==> src/rtl/codec_intf.sv <==
// I2S codec interface: clock generation, 32-bit frame serializer and deserializer.
// Optional CODEC_LOOPBACK_EN feeds the receive shifter from the internal SDin bit.
module codec_intf (
  input  logic               clk,
  input  logic               rst_n,
  input  logic signed [15:0] lft_out,
  input  logic signed [15:0] rht_out,
  input  logic               SDout,
  output logic               MCLK,
  output logic               SCLK,
  output logic               LRCLK,
  output logic               SDin,
  output logic               RSTn,
  output logic signed [15:0] lft_in,
  output logic signed [15:0] rht_in,
  output logic               valid
);

  logic [9:0]  cnt_q;
  logic [31:0] rx_sr_q;
  logic [31:0] shadow_q;
  logic [15:0] lft_in_q;
  logic [15:0] rht_in_q;
  logic        sdin_q;
  logic        rstn_q;
  logic        armed_q;
  logic        valid_q;

  logic        rx_bit;
  logic [31:0] rx_word_d;
  logic        sample_en;
  logic        load_en;
  logic        shift_en;

  assign sample_en = (cnt_q[4:0] == 5'h0F);
  assign load_en   = (cnt_q == 10'h01F);
  assign shift_en  = (cnt_q[4:0] == 5'h1F);

`ifdef CODEC_LOOPBACK_EN
  logic unused_sdout;
  assign unused_sdout = SDout;
  assign rx_bit       = sdin_q;
`else
  assign rx_bit = SDout;
`endif

  assign rx_word_d = {rx_sr_q[30:0], rx_bit};

  always_ff @(posedge clk or negedge rst_n) begin
    if (!rst_n) begin
      cnt_q    <= '0;
      rx_sr_q  <= '0;
      shadow_q <= '0;
      lft_in_q <= '0;
      rht_in_q <= '0;
      sdin_q   <= 1'b0;
      rstn_q   <= 1'b0;
      armed_q  <= 1'b0;
      valid_q  <= 1'b0;
    end else begin
      cnt_q   <= cnt_q + 10'd1;
      valid_q <= 1'b0;
      // Codec reset lifts in the cycle where the counter first reads 0x3FF.
      if (cnt_q == 10'h3FE) begin
        rstn_q <= 1'b1;
      end
      if (sample_en) begin
        rx_sr_q <= rx_word_d;
        // Arm once a frame starts with the codec out of reset, so the first
        // delivered pair is a complete frame.
        if (cnt_q[9:5] == 5'd1 && rstn_q) begin
          armed_q <= 1'b1;
        end
        if (cnt_q[9:5] == 5'd0 && armed_q) begin
          lft_in_q <= rx_word_d[31:16];
          rht_in_q <= rx_word_d[15:0];
          valid_q  <= 1'b1;
        end
      end
      if (load_en) begin
        shadow_q <= {lft_out, rht_out};
        sdin_q   <= lft_out[15];
      end else if (shift_en) begin
        sdin_q   <= shadow_q[30];
        shadow_q <= {shadow_q[30:0], 1'b0};
      end
    end
  end

  assign MCLK   = cnt_q[1];
  assign SCLK   = cnt_q[4];
  assign LRCLK  = cnt_q[9];
  assign SDin   = sdin_q;
  assign RSTn   = rstn_q;
  assign lft_in = lft_in_q;
  assign rht_in = rht_in_q;
  assign valid  = valid_q;

endmodule
==> config.mk <==
export PLATFORM = sky130hd
export DESIGN_NAME = codec_intf
export DESIGN_NICKNAME = d
export VERILOG_FILES = /design/src/rtl/codec_intf.sv
export SDC_FILE = /design/constraint.sdc
export NUM_CORES = 1
export LEC_CHECK = 0
export CAP_MARGIN = 30
export CORE_MARGIN = 1
export CORE_UTILIZATION = 50
export CTS_BUF_LIST = sky130_fd_sc_hd__clkbuf_16
export CTS_CLUSTER_SIZE = 10
export DETAILED_ROUTE_END_ITERATION = 10
export PLACE_DENSITY = 0.71
export SYNTH_ARGS = -nofsm -noshare
export SYNTH_HDL_FRONTEND = slang
export SYNTH_SLANG_ARGS = --single-unit
==> constraint.sdc <==
create_clock -name clk -period 4.8 [get_ports clk]
set_clock_uncertainty 0.05 [all_clocks]
set_input_delay 0.96 -clock clk [delete_from_list [all_inputs] [get_ports clk]]
set_output_delay 0.96 -clock clk [all_outputs]
set_load 0.05 [all_outputs]
; Yosys cells after proc, flatten, opt, wreduce, memory -nomap -nowiden
; Cells that the tools add are included.
[word_totals]
ff_bits = 108
inputBits = 35
word_cells = 27
[op_classes]
addsub = 1
n_eq_ne = 5
muxes = 6
n_reduce_logical = 6
[op_table]
columns = cell, n
row1 = $mux W31, 2
row2 = $add A10 B1 Y10 const B, 1
row3 = $eq A10 B10 Y1 const B, 1
row4 = $eq A10 B5 Y1 const B, 1
row5 = $eq A5 B1 Y1 const B, 1
row6 = $eq A5 B4 Y1 const B, 1
row7 = $eq A5 B5 Y1 const B, 1
row8 = $logic_not A5 Y1, 1
row9 = $mux W1, 4
row10 = $reduce_and A2 Y1, 2
row11 = $logic_and A1 B1 Y1, 2
row12 = $reduce_bool A2 Y1, 1

; Depth between registers and ports, before layout
; Gate-level depths: netlist of run 1.
[depth]
ltp_word = 4
mapped_depth = 8
ltp_nobuf = 6

; Worst setup path after synthesis of run 1
; No wires, ideal clock.
[synth_path]
path_type = flip-flop to flip-flop
startpoint = reg cnt_q[1]
endpoint = reg lft_in_q[0], in the netlist lft_in[0]
arrival_ps = 2317
slack_ps = 2308
path_stages_with_launch = 9
path_buffers = 2
cell_sequence = dfrtp_1 -> ha_1 -> and3_1 -> ha_1 -> clkbuf_1 -> nand2_1 -> nor3_4 -> buf_6 -> mux2_4
[synth_via]
elab_chain_cells = 2
[synth_rtl]
columns = item, line
row1 = "start, declared", 19  ; logic [9:0] cnt_q;
row2 = "start signal, assigned", 61  ; cnt_q <= cnt_q + 10'd1;
row3 = $eq A5 B4 Y1, 35  ; assign sample_en = (cnt_q[4:0] == 5'h0F);
row4 = $reduce_and A2 Y1 (no line), --
row5 = "end signal, assigned", 75  ; lft_in_q <= rx_word_d[31:16];
row6 = "end, declared", 22  ; logic [15:0] lft_in_q;
; No other way between the ends.
; A chain may end at the register's enable or synchronous reset.

; Worst setup path in the final report of run 1
[layout_path]
startpoint = reg cnt_q[1]
endpoint = reg rht_in_q[0], in the netlist rht_in[0]
[layout_via]
elab_chain_cells = 2
[layout_rtl]
columns = item, line
row1 = $eq A5 B4 Y1, 35
row2 = $reduce_and A2 Y1 (no line), --
row3 = "end signal, assigned", 76  ; rht_in_q <= rx_word_d[15:0];
row4 = "end, declared", 23  ; logic [15:0] rht_in_q;
; No other way between the ends.

==> results of run 1 <==
-- metal layers --
| metal | up-vias | share of wire, % | GRT usage (%) | routed length, um |
|---|---|---|---|---|
| met5 | - | 0 | 0 | 0 |
| met4 | 0 | 0.58 | 4.90 | 48 |
| met3 | 4 | 3.4 | 4.15 | 284 |
| met2 | 56 | 47 | 27.8 | 3930 |
| met1 | 1477 | 49 | 27.9 | 4040 |
| li1 | 1426 | - | - | - |
-- cell usage in the layout (no fill, tap or decap), drive strengths merged, types with 3 or more instances in the layout --
| cell | count |
|---|---|
| buf | 11 |
| clkbuf | 9 |
| clkdlybuf4s50 | 71 |
| dfrtp | 108 |
| ha | 3 |
| inv | 8 |
| mux2 | 63 |
| nand2 | 69 |
| nand3 | 3 |
| nor3 | 4 |
| o211ai | 62 |
| xor2 | 5 |
-- cell families (layout without fill, tap and decap cells) --
group / after synthesis / in the layout
compound gates: 65 / 65
xor+xnor: 7 / 7
fa+ha+maj: 3 / 3
buf+inv: 33 / 102
flops: 108 / 108
mux: 63 / 63
simple gates: 84 / 84
-- worst min path at each step --
stage	start	to	slack (ns)
6_report	armed_q$_DFFE_PN0P_	armed_q$_DFFE_PN0P_	0.43
5_1_grt	armed_q$_DFFE_PN0P_	armed_q$_DFFE_PN0P_	0.46
4_1_cts	armed_q$_DFFE_PN0P_	armed_q$_DFFE_PN0P_	0.44
3_5_place_dp	armed_q$_DFFE_PN0P_	armed_q$_DFFE_PN0P_	0.42
3_3_place_gp	armed_q$_DFFE_PN0P_	armed_q$_DFFE_PN0P_	0.41
2_1_floorplan	armed_q$_DFFE_PN0P_	armed_q$_DFFE_PN0P_	0.39
-- cells in the mapped netlist --
| cell | count |
|---|---|
| o21bai_1 | 1 |
| mux2_2 | 34 |
| buf_6 | 3 |
| and3_1 | 1 |
| buf_4 | 3 |
| nand4_1 | 2 |
| or2_1 | 1 |
| xor2_1 | 5 |
| o211ai_1 | 62 |
| xnor2_1 | 2 |
| clkbuf_1 | 17 |
| or4_1 | 1 |
| buf_2 | 1 |
| ha_1 | 3 |
| inv_1 | 4 |
| a31o_2 | 1 |
| nand3_1 | 3 |
| o21ai_1 | 1 |
| nor3_4 | 1 |
| mux2_4 | 29 |
| and4_1 | 1 |
| nor2_1 | 2 |
| dfrtp_1 | 108 |
| nand2_1 | 69 |
| nor3_1 | 3 |
| buf_1 | 5 |
-- flip-flops by register name, indices dropped and copies added, names as in the netlist --
signal,cells
RSTn,1
valid,1
armed_q,1
lft_in,16
cnt_q,10
rx_sr_q,31
rht_in,16
shadow_q,31
SDin,1
-- per-stage QoR --
step | hold WS, ns | utilization [%] | instances | area [um2]
4_1_cts | 0.440 | 64.8 | 540 | 5740
3_3_place_gp | 0.410 | 60.8 | 521 | 5380
5_1_grt | 0.457 | 64.8 | 540 | 5740
3_5_place_dp | 0.420 | 61.5 | 524 | 5450
6_report | 0.432 | 64.8 | 540 | 5740
2_1_floorplan | 0.393 | - | 363 | 4620
-- power by group --
group          internal (W)  leakage (nW)  switching, W
sequential         0.000924          1.42    0.00000809
clock              0.000367         0.142      0.000351
combinational     0.0000340         0.980     0.0000294
-- worst register-to-register path, cell delays in order, from the launching register on --
cell	delay (ns)
dfrtp_1	0.42
ha_1	0.26
and3_1	0.18
ha_1	0.13
buf_4	0.36
nand2_1	0.17
nor3_4	0.49
buf_8	0.23
buf_4	0.22
mux2_2	0.35
-- layout make-up --
class | instances | area [um2]
fillers | 668 | 3110
flip-flops and latches | 108 | 2700
inverters | 4 | 15.0
clock buffers | 9 | 225
multi-input cells | 222 | 1760
well taps | 108 | 135
clock inverters | 7 | 67.6
repair buffers | 82 | 833
==> results.ini, run 1 <==
[sta]
relSlewSlack_pct = 38.4
fin_crit_ns = 2.98
finalHoldViolations = 0
slew_violations = 0
grt_setup_unrepaired = no
max_slew.worst_pin.slew_ns = 0.924
max_freq_mhz = 336
worst_slack_ns = 1.82
setup_violations = 0
tns_ns = 0
period_share_pct = 62.0

[floorplan]
die-area_um2 = 9630
io_pins = 73
core-area_um2 = 8850
dieWidth_um = 98.1
die_h_um = 98.1
start_util_pct = 52.2
std_cell_rows = 34

[setup_path]
critPathCapture = rht_in[0]$_DFFE_PN0P_
critPathKind = reg2reg
critPathSlowestCell = nor3_4
worst_path_largest_cell_delay_ns = 0.49
worstPathMaxFanout = 33
worst-r2r-cell-count = 9
critPathLaunchType = register
arrival_ns = 3.15
reg2reg_to = rht_in[0]$_DFFE_PN0P_
cp-end-kind = register
cp.required_ns = 4.97
critPathBufInv = 3
path_delay_family = simple AND/OR/NAND/NOR gates
startpoint = cnt_q[1]$_DFF_PN0_
path_cells = ha_1, and3_1, ha_1, buf_4, nand2_1, nor3_4, buf_8, buf_4, mux2_2
reg2reg_from = cnt_q[1]$_DFF_PN0_
rrSetupSlack_ns = 1.82
cp.depth = 9

[grt]
grt_pass1_wl_mm = 14.4
gr-total-overflow = 0
grt_max_degree = 75
grt_pass1_vias = 2892
antenna_found_initial = 0
grt.total_usage_pct = 18.7

[logic_synthesis]
ys_ff_latch = 108
syn_inst = 363
synthesis.area_um2 = 4620
synth_xor_area_share_pct = 1.33
synthTopCellsByArea = dfrtp_1 (59%), o211ai_1 (10%), mux2_4 (9.4%), mux2_2 (8.3%), nand2_1 (5.6%)
synth-simple-area-share_pct = 7.67
synth_compound_area_share_pct = 10.5
ys_warn_count = 0
yosysSeqAreaShare_pct = 58.5
synthAdderAreaFrac_pct = 0.813
synth_nets = 401
synth_top_family_by_area = multiplexers
syn_area_per_cell_um2 = 12.7
ys_types = 26
synth.largest_area_cell = dfrtp_1
synth_top_area_share_pct = 58.5
synthMuxAreaShare_pct = 17.7

[cells_and_area]
n_antenna_cell = 0
final_layout_size_suffix_gt1_share_pct = 21.5
area_delta_synth_final_pct = 24.2
fin_nets = 465

[run_status]
status = finished with violations
violations = DRC

[cts]
post-cts-setup-buffers = 0
ctsHoldBuffers = 0
cts-resized-gates = 0
numCtsBuffers = 9
cts.sinks = 108
cts_tree = built
cts-root-buf = clkbuf_16
clk_latency_ns = 0.34
cts.clk_slew.worst_paths_ns = 0.07
cts_buffer_depth = 2
h-tree-depth = 3

[route]
drtPass1Iterations = 7
ant_nets = 0
routed_wl_mm = 8.30
vias_per_cell = 5.49
vias = 2963
drt-wirelength-per-cell_um = 15.4
drt-initial-drc-count = 188
drc = 4

[hold_path]
min_delay_path_depth = 1
hold_class = reg2reg

[placement]
place_ws_ns = 1.82
gp_congestion = 0.722
portBuffers = 72
place_hpwl_mm = 5.51

[power_and_ir_drop]
p_leak_nw = 2.54
power_density_nw_per_um2 = 299
ir_worst_vdd_mv = 0.233
p_total_w = 0.00171

[job]
max_cap_viol_count = 0

(Power assumes the default switching activity.)
==> run 2, diff against run 1 <==
==> constraint.sdc (replaced) <==
create_clock -name clk -period 2.85 [get_ports clk]
set_clock_uncertainty 0.05 [all_clocks]
set_input_delay 0.57 -clock clk [delete_from_list [all_inputs] [get_ports clk]]
set_output_delay 0.57 -clock clk [all_outputs]
set_load 0.05 [all_outputs]
==> run 2 against run 1 <==
The run still ends with DRC left; non-clock buffer count decreased by 2; cell area shrank 0.20%; global-route usage about the same; flip-flop and latch count stayed put; critical path depth is 4 lower; sequential share of layout area up 0.093 points; first-iteration DRC count is 12% higher; register-to-register slack worse by 1.3 ns; cell count is 0.37% lower; combinational power is 72% higher; routed wire length shrank 0.54%.
==> results.ini, run 2 (same netlist as run 1, synthesis figures left out) <==
[run_status]
status = finished with violations
violations = DRC

[setup_path]
worst_path_largest_cell_delay_ns = 0.63
critPathSlowestCell = or4_1
worstPathMaxFanout = 32
critPathLaunchType = register
path_delay_family = simple AND/OR/NAND/NOR gates
critPathKind = reg2reg
arrival_ns = 2.49
cp-end-kind = register
path_cells = or4_1, buf_4, or2_1, buf_16, o211ai_1
critPathBufInv = 2
cp.required_ns = 3.05

[cells_and_area]
n_antenna_cell = 0
area_delta_synth_final_pct = 24.0
multi_input_area_um2 = 1760
n_fill_cell = 693
reg_top3 = rx_sr_q x31, shadow_q x31
final_layout_size_suffix_gt1_share_pct = 20.5
fin_nets = 463
final_cell_mix = dfrtp_1 (108), clkdlybuf4s50_1 (71), nand2_1 (69)
layout_commonest_cell = dfrtp_1
ff_latch_area_um2 = 2700

[sta]
tns_ns = 0
worst_slack_ns = 0.565
finalHoldViolations = 0
fin_crit_ns = 2.28
period_share_pct = 80.2
setup_violations = 0
grt_setup_unrepaired = no
max_freq_mhz = 438
relSlewSlack_pct = 60.5
max_slew.worst_pin.slew_ns = 0.593
slew_violations = 0

[route]
vias = 3035
vias_per_cell = 5.64
routed_wl_mm = 8.25
drtPass1Iterations = 7
drt-initial-drc-count = 211
drt-wirelength-per-cell_um = 15.3
drc = 4
ant_nets = 0

[cts]
cts_tree = built
cts_buffer_depth = 2
cts.clk_slew.worst_paths_ns = 0.07
clk_latency_ns = 0.34
post-cts-setup-buffers = 0
cts-root-buf = clkbuf_16
ctsHoldBuffers = 0
h-tree-depth = 3
cts-resized-gates = 0
numCtsBuffers = 9
cts.sinks = 108

[floorplan]
die-area_um2 = 9630
die_h_um = 98.1
std_cell_rows = 34
core-area_um2 = 8850
io_pins = 73
start_util_pct = 52.2
dieWidth_um = 98.1

[placement]
gp_congestion = 0.781
place_ws_ns = 0.589
place_hpwl_mm = 5.19
portBuffers = 72

[power_and_ir_drop]
p_seq_share_pct = 54.4
power_switching_w = 0.000596
intPower_w = 0.00229
p_leak_nw = 2.53
p_comb_share_pct = 3.8
power_density_nw_per_um2 = 504
switching_share_pct = 20.6
clkPwrFrac_pct = 41.9
ir_worst_vdd_mv = 0.281

[grt]
grt.total_usage_pct = 18.7
gr-total-overflow = 0
grt_pass1_wl_mm = 14.5
grt_max_degree = 71
grt_pass1_vias = 3064
antenna_found_initial = 0

[job]
max_cap_viol_count = 0

[hold_path]
hold_class = in2async

run 2: changes by cell type in the layout (fill, tap and decap cells not counted):
cell / delta
clkinv_1: +3
inv_8: -3
buf_4: -2
buf_12: +1
buf_8: -1
bufinv_16: +1
clkinv_4: -1
run 2: cell type report:
cell class	count	share of cell area, %
clock buffers	9	3.93
flip-flops and latches	108	47.2
repair buffers	80	14.4
clock inverters	7	1.16
multi-input cells	222	30.7
inverters	4	0.262
well taps	108	2.36
run 2: worst reg2reg max path, delay by kind of cell, from the launching register on:
family	cells	cell delay [ns]
simple gates	2	1.03
buf+inv	2	0.52
flops	1	0.41
compound gates	1	0.20
run 2: worst paths after layout:
check	from	to	slack, ns	cells after the start
min reg2reg	armed_q$_DFFE_PN0P_	armed_q$_DFFE_PN0P_	0.44	1
max	cnt_q[6]$_DFF_PN0_	shadow_q[21]$_DFFE_PN0P_	0.57	5
min in group clk	armed_q$_DFFE_PN0P_	armed_q$_DFFE_PN0P_	0.44	1
min	rst_n	rht_in[6]$_DFFE_PN0P_	0.14	1
max reg2reg	cnt_q[6]$_DFF_PN0_	shadow_q[21]$_DFFE_PN0P_	0.57	5
max in group asynchronous	rst_n	cnt_q[8]$_DFF_PN0_	1.88	2
run 2: stage by stage:
| step | cell area (um2) | cells | util (%) | hold WS, ns | power (W) |
|---|---|---|---|---|---|
| after floorplan | 4620 | 363 | - | 0.224 | 0.00162 |
| after global placement | 5410 | 521 | 61.1 | 0.419 | 0.00171 |
| after detailed placement | 5440 | 522 | 61.4 | 0.425 | 0.00171 |
| after CTS | 5730 | 538 | 64.7 | 0.157 | 0.00292 |
| after global routing | 5730 | 538 | 64.7 | 0.173 | 0.00301 |
| final | 5730 | 538 | 64.7 | 0.136 | 0.00289 |
run 2: layer usage:
layer,global-route usage (%),routed length (um)
met1,25.4,3860
met3,5.15,387
met4,6.29,126
met5,0,0
met2,29.2,3880
run 2: power groups by stage:
stage	Combinational, W	Clock, W	Sequential [W]
3_5_place_dp	0.000112	0	0.00160
3_3_place_gp	0.000109	0	0.00160
5_1_grt	0.000124	0.00131	0.00157
4_1_cts	0.000113	0.00124	0.00157
6_report	0.000109	0.00121	0.00157
2_1_floorplan	0.0000236	0	0.00160
==> run 3, diff against run 2 <==
--- a/config.mk
+++ b/config.mk
@@ -7,7 +7,7 @@
 export LEC_CHECK = 0
 export CAP_MARGIN = 30
 export CORE_MARGIN = 1
-export CORE_UTILIZATION = 50
+export CORE_UTILIZATION = 48
 export CTS_BUF_LIST = sky130_fd_sc_hd__clkbuf_16
 export CTS_CLUSTER_SIZE = 10
 export DETAILED_ROUTE_END_ITERATION = 10
==> constraint.sdc (replaced) <==
create_clock -name clk -period 1.9 [get_ports clk]
set_clock_uncertainty 0.05 [all_clocks]
set_input_delay 0.38 -clock clk [delete_from_list [all_inputs] [get_ports clk]]
set_output_delay 0.38 -clock clk [all_outputs]
set_load 0.05 [all_outputs]
==> run 3 against run 2 <==
The run ends with setup timing left; cell count increased by 7.2%; die area increased by 4.1%; setup slack got worse by 0.59 ns; largest cell class unchanged.
==> results.ini, run 3 (same netlist as run 1, synthesis figures left out) <==
[power_and_ir_drop]
p_total_w = 0.00445
power_switching_w = 0.000983
p_leak_nw = 2.76
clkPwrFrac_pct = 43.3
p_seq_share_pct = 52.9
ir_worst_vdd_mv = 0.405
power_density_nw_per_um2 = 746
intPower_w = 0.00347
switching_share_pct = 22.1
p_comb_share_pct = 3.9

[hold_path]
hold_class = reg2reg
min_delay_path_depth = 2
min_to = shadow_q[21]$_DFFE_PN0P_
min_from = shadow_q[21]$_DFFE_PN0P_

[cts]
numCtsBuffers = 9
clk_latency_ns = 0.35
cts_tree = built
cts.sinks = 108
cts-root-buf = clkbuf_16
cts.clk_slew.worst_paths_ns = 0.07
cts_buffer_depth = 2
h-tree-depth = 3

[run_status]
status = finished with violations
violations = setup timing

[placement]
place_hpwl_mm = 5.64
gp_congestion = 0.780
portBuffers = 72
place_ws_ns = -0.106

[route]
drtPass1Iterations = 4
drt-initial-drc-count = 150
drt-wirelength-per-cell_um = 15.9
vias = 3094
vias_per_cell = 5.36
routed_wl_mm = 9.18
drc = 0
ant_nets = 0

[floorplan]
die-area_um2 = 10000
std_cell_rows = 35
io_pins = 73
core-area_um2 = 9280
start_util_pct = 49.8
die_h_um = 100
dieWidth_um = 100

[setup_path]
reg2reg_from = cnt_q[6]$_DFF_PN0_
reg2reg_to = lft_in[13]$_DFFE_PN0P_
worstPathMaxFanout = 5
arrival_ns = 2.10
cp-end-kind = register
rrSetupSlack_ns = -0.03
cp.required_ns = 2.08
startpoint = cnt_q[6]$_DFF_PN0_
critPathLaunchType = register
critPathKind = reg2reg
worst-r2r-cell-count = 5

[cells_and_area]
n_fill_cell = 724
final_cell_mix = dfrtp_1 (106), nand2_1 (68), o211ai_1 (62)
area_delta_synth_final_pct = 29.2
fin_util_pct = 64.3
reg_top3 = rx_sr_q x31, shadow_q x31
fin_nets = 481
layout_commonest_cell = dfrtp_1
n_antenna_cell = 0
final_layout_size_suffix_gt1_share_pct = 33.9

[sta]
fin_crit_ns = 1.93
finalHoldViolations = 0
setup_violations = 28
grt_setup_unrepaired = yes
period_share_pct = 101
max_slew.worst_pin.slew_ns = 0.497
relSlewSlack_pct = 66.8
slew_violations = 0
max_freq_mhz = 519
worst_slack_ns = -0.0275

[grt]
grt_max_degree = 65
grt.total_usage_pct = 18.7
antenna_found_initial = 0
grt_pass1_vias = 2984
grt_pass1_wl_mm = 14.7
gr-total-overflow = 0

[job]
max_cap_viol_count = 0

run 3: layout make-up:
| cell class | instances | area, um2 | area share (%) |
|---|---|---|---|
| clock buffer | 9 | 225 | 3.77 |
| clock inverter | 7 | 81.3 | 1.36 |
| multi-input combinational | 222 | 1810 | 30.4 |
| timing repair buffer | 98 | 968 | 16.2 |
| inverter | 4 | 15.0 | 0.252 |
| sequential | 108 | 2710 | 45.3 |
| tap | 129 | 161 | 2.70 |
run 3: repair_timing:
action | CTS | global route
hold endpoints to repair | 34 | 0
endpoints found under the setup margin | 32 | 51
gates cloned | 1 | 2
buffers inserted | 2 | 0
gates resized for setup | 5 | 2
hold buffers | 1 | 0
pin swaps | 1 | 18
run 3: metal layers:
metal	up-vias	share of wire, %	track usage (%)
met3	10	3.7	3.62
met2	81	47	29.3
met1	1549	48	26.3
li1	1454	-	-
met5	-	0	0
met4	0	1.2	6.02
run 3: worst max-delay path, stage by stage, from the launching register on:
cell,delay (ns)
dfrtp_1,0.38
or4_4,0.56
nor3_4,0.19
buf_6,0.18
clkbuf_16,0.16
mux2_4,0.29
run 3: per-stage QoR:
stage	hold slack, ns	instance area (um2)	std cells	TNS, ns
after floorplan	0.0344	4670	363	-13.22
after global placement	0.318	5530	555	-0.889
after detailed placement	0.324	5530	555	-1.68
after CTS	0.460	5910	575	-1.11
after global routing	0.486	5970	577	-1.71
final	0.463	5970	577	-0.372
run 3: worst max-delay path by stage:
stage	to	slack, ns
after floorplan	lft_in[0]$_DFFE_PN0P_	-0.30
after global placement	lft_in[15]$_DFFE_PN0P_	-0.08
after detailed placement	lft_in[15]$_DFFE_PN0P_	-0.11
after CTS	rht_in[3]$_DFFE_PN0P_	-0.05
after global routing	lft_in[15]$_DFFE_PN0P_	-0.07
final	lft_in[13]$_DFFE_PN0P_	-0.03
run 3: power groups by stage:
stage / Clock [W] / Combinational [W] / Sequential [W]
after floorplan: 0 / 0.0000354 / 0.00240
after global placement: 0 / 0.000170 / 0.00240
after detailed placement: 0 / 0.000174 / 0.00240
after CTS: 0.00196 / 0.000177 / 0.00235
after global routing: 0.00204 / 0.000193 / 0.00236
final: 0.00193 / 0.000172 / 0.00235
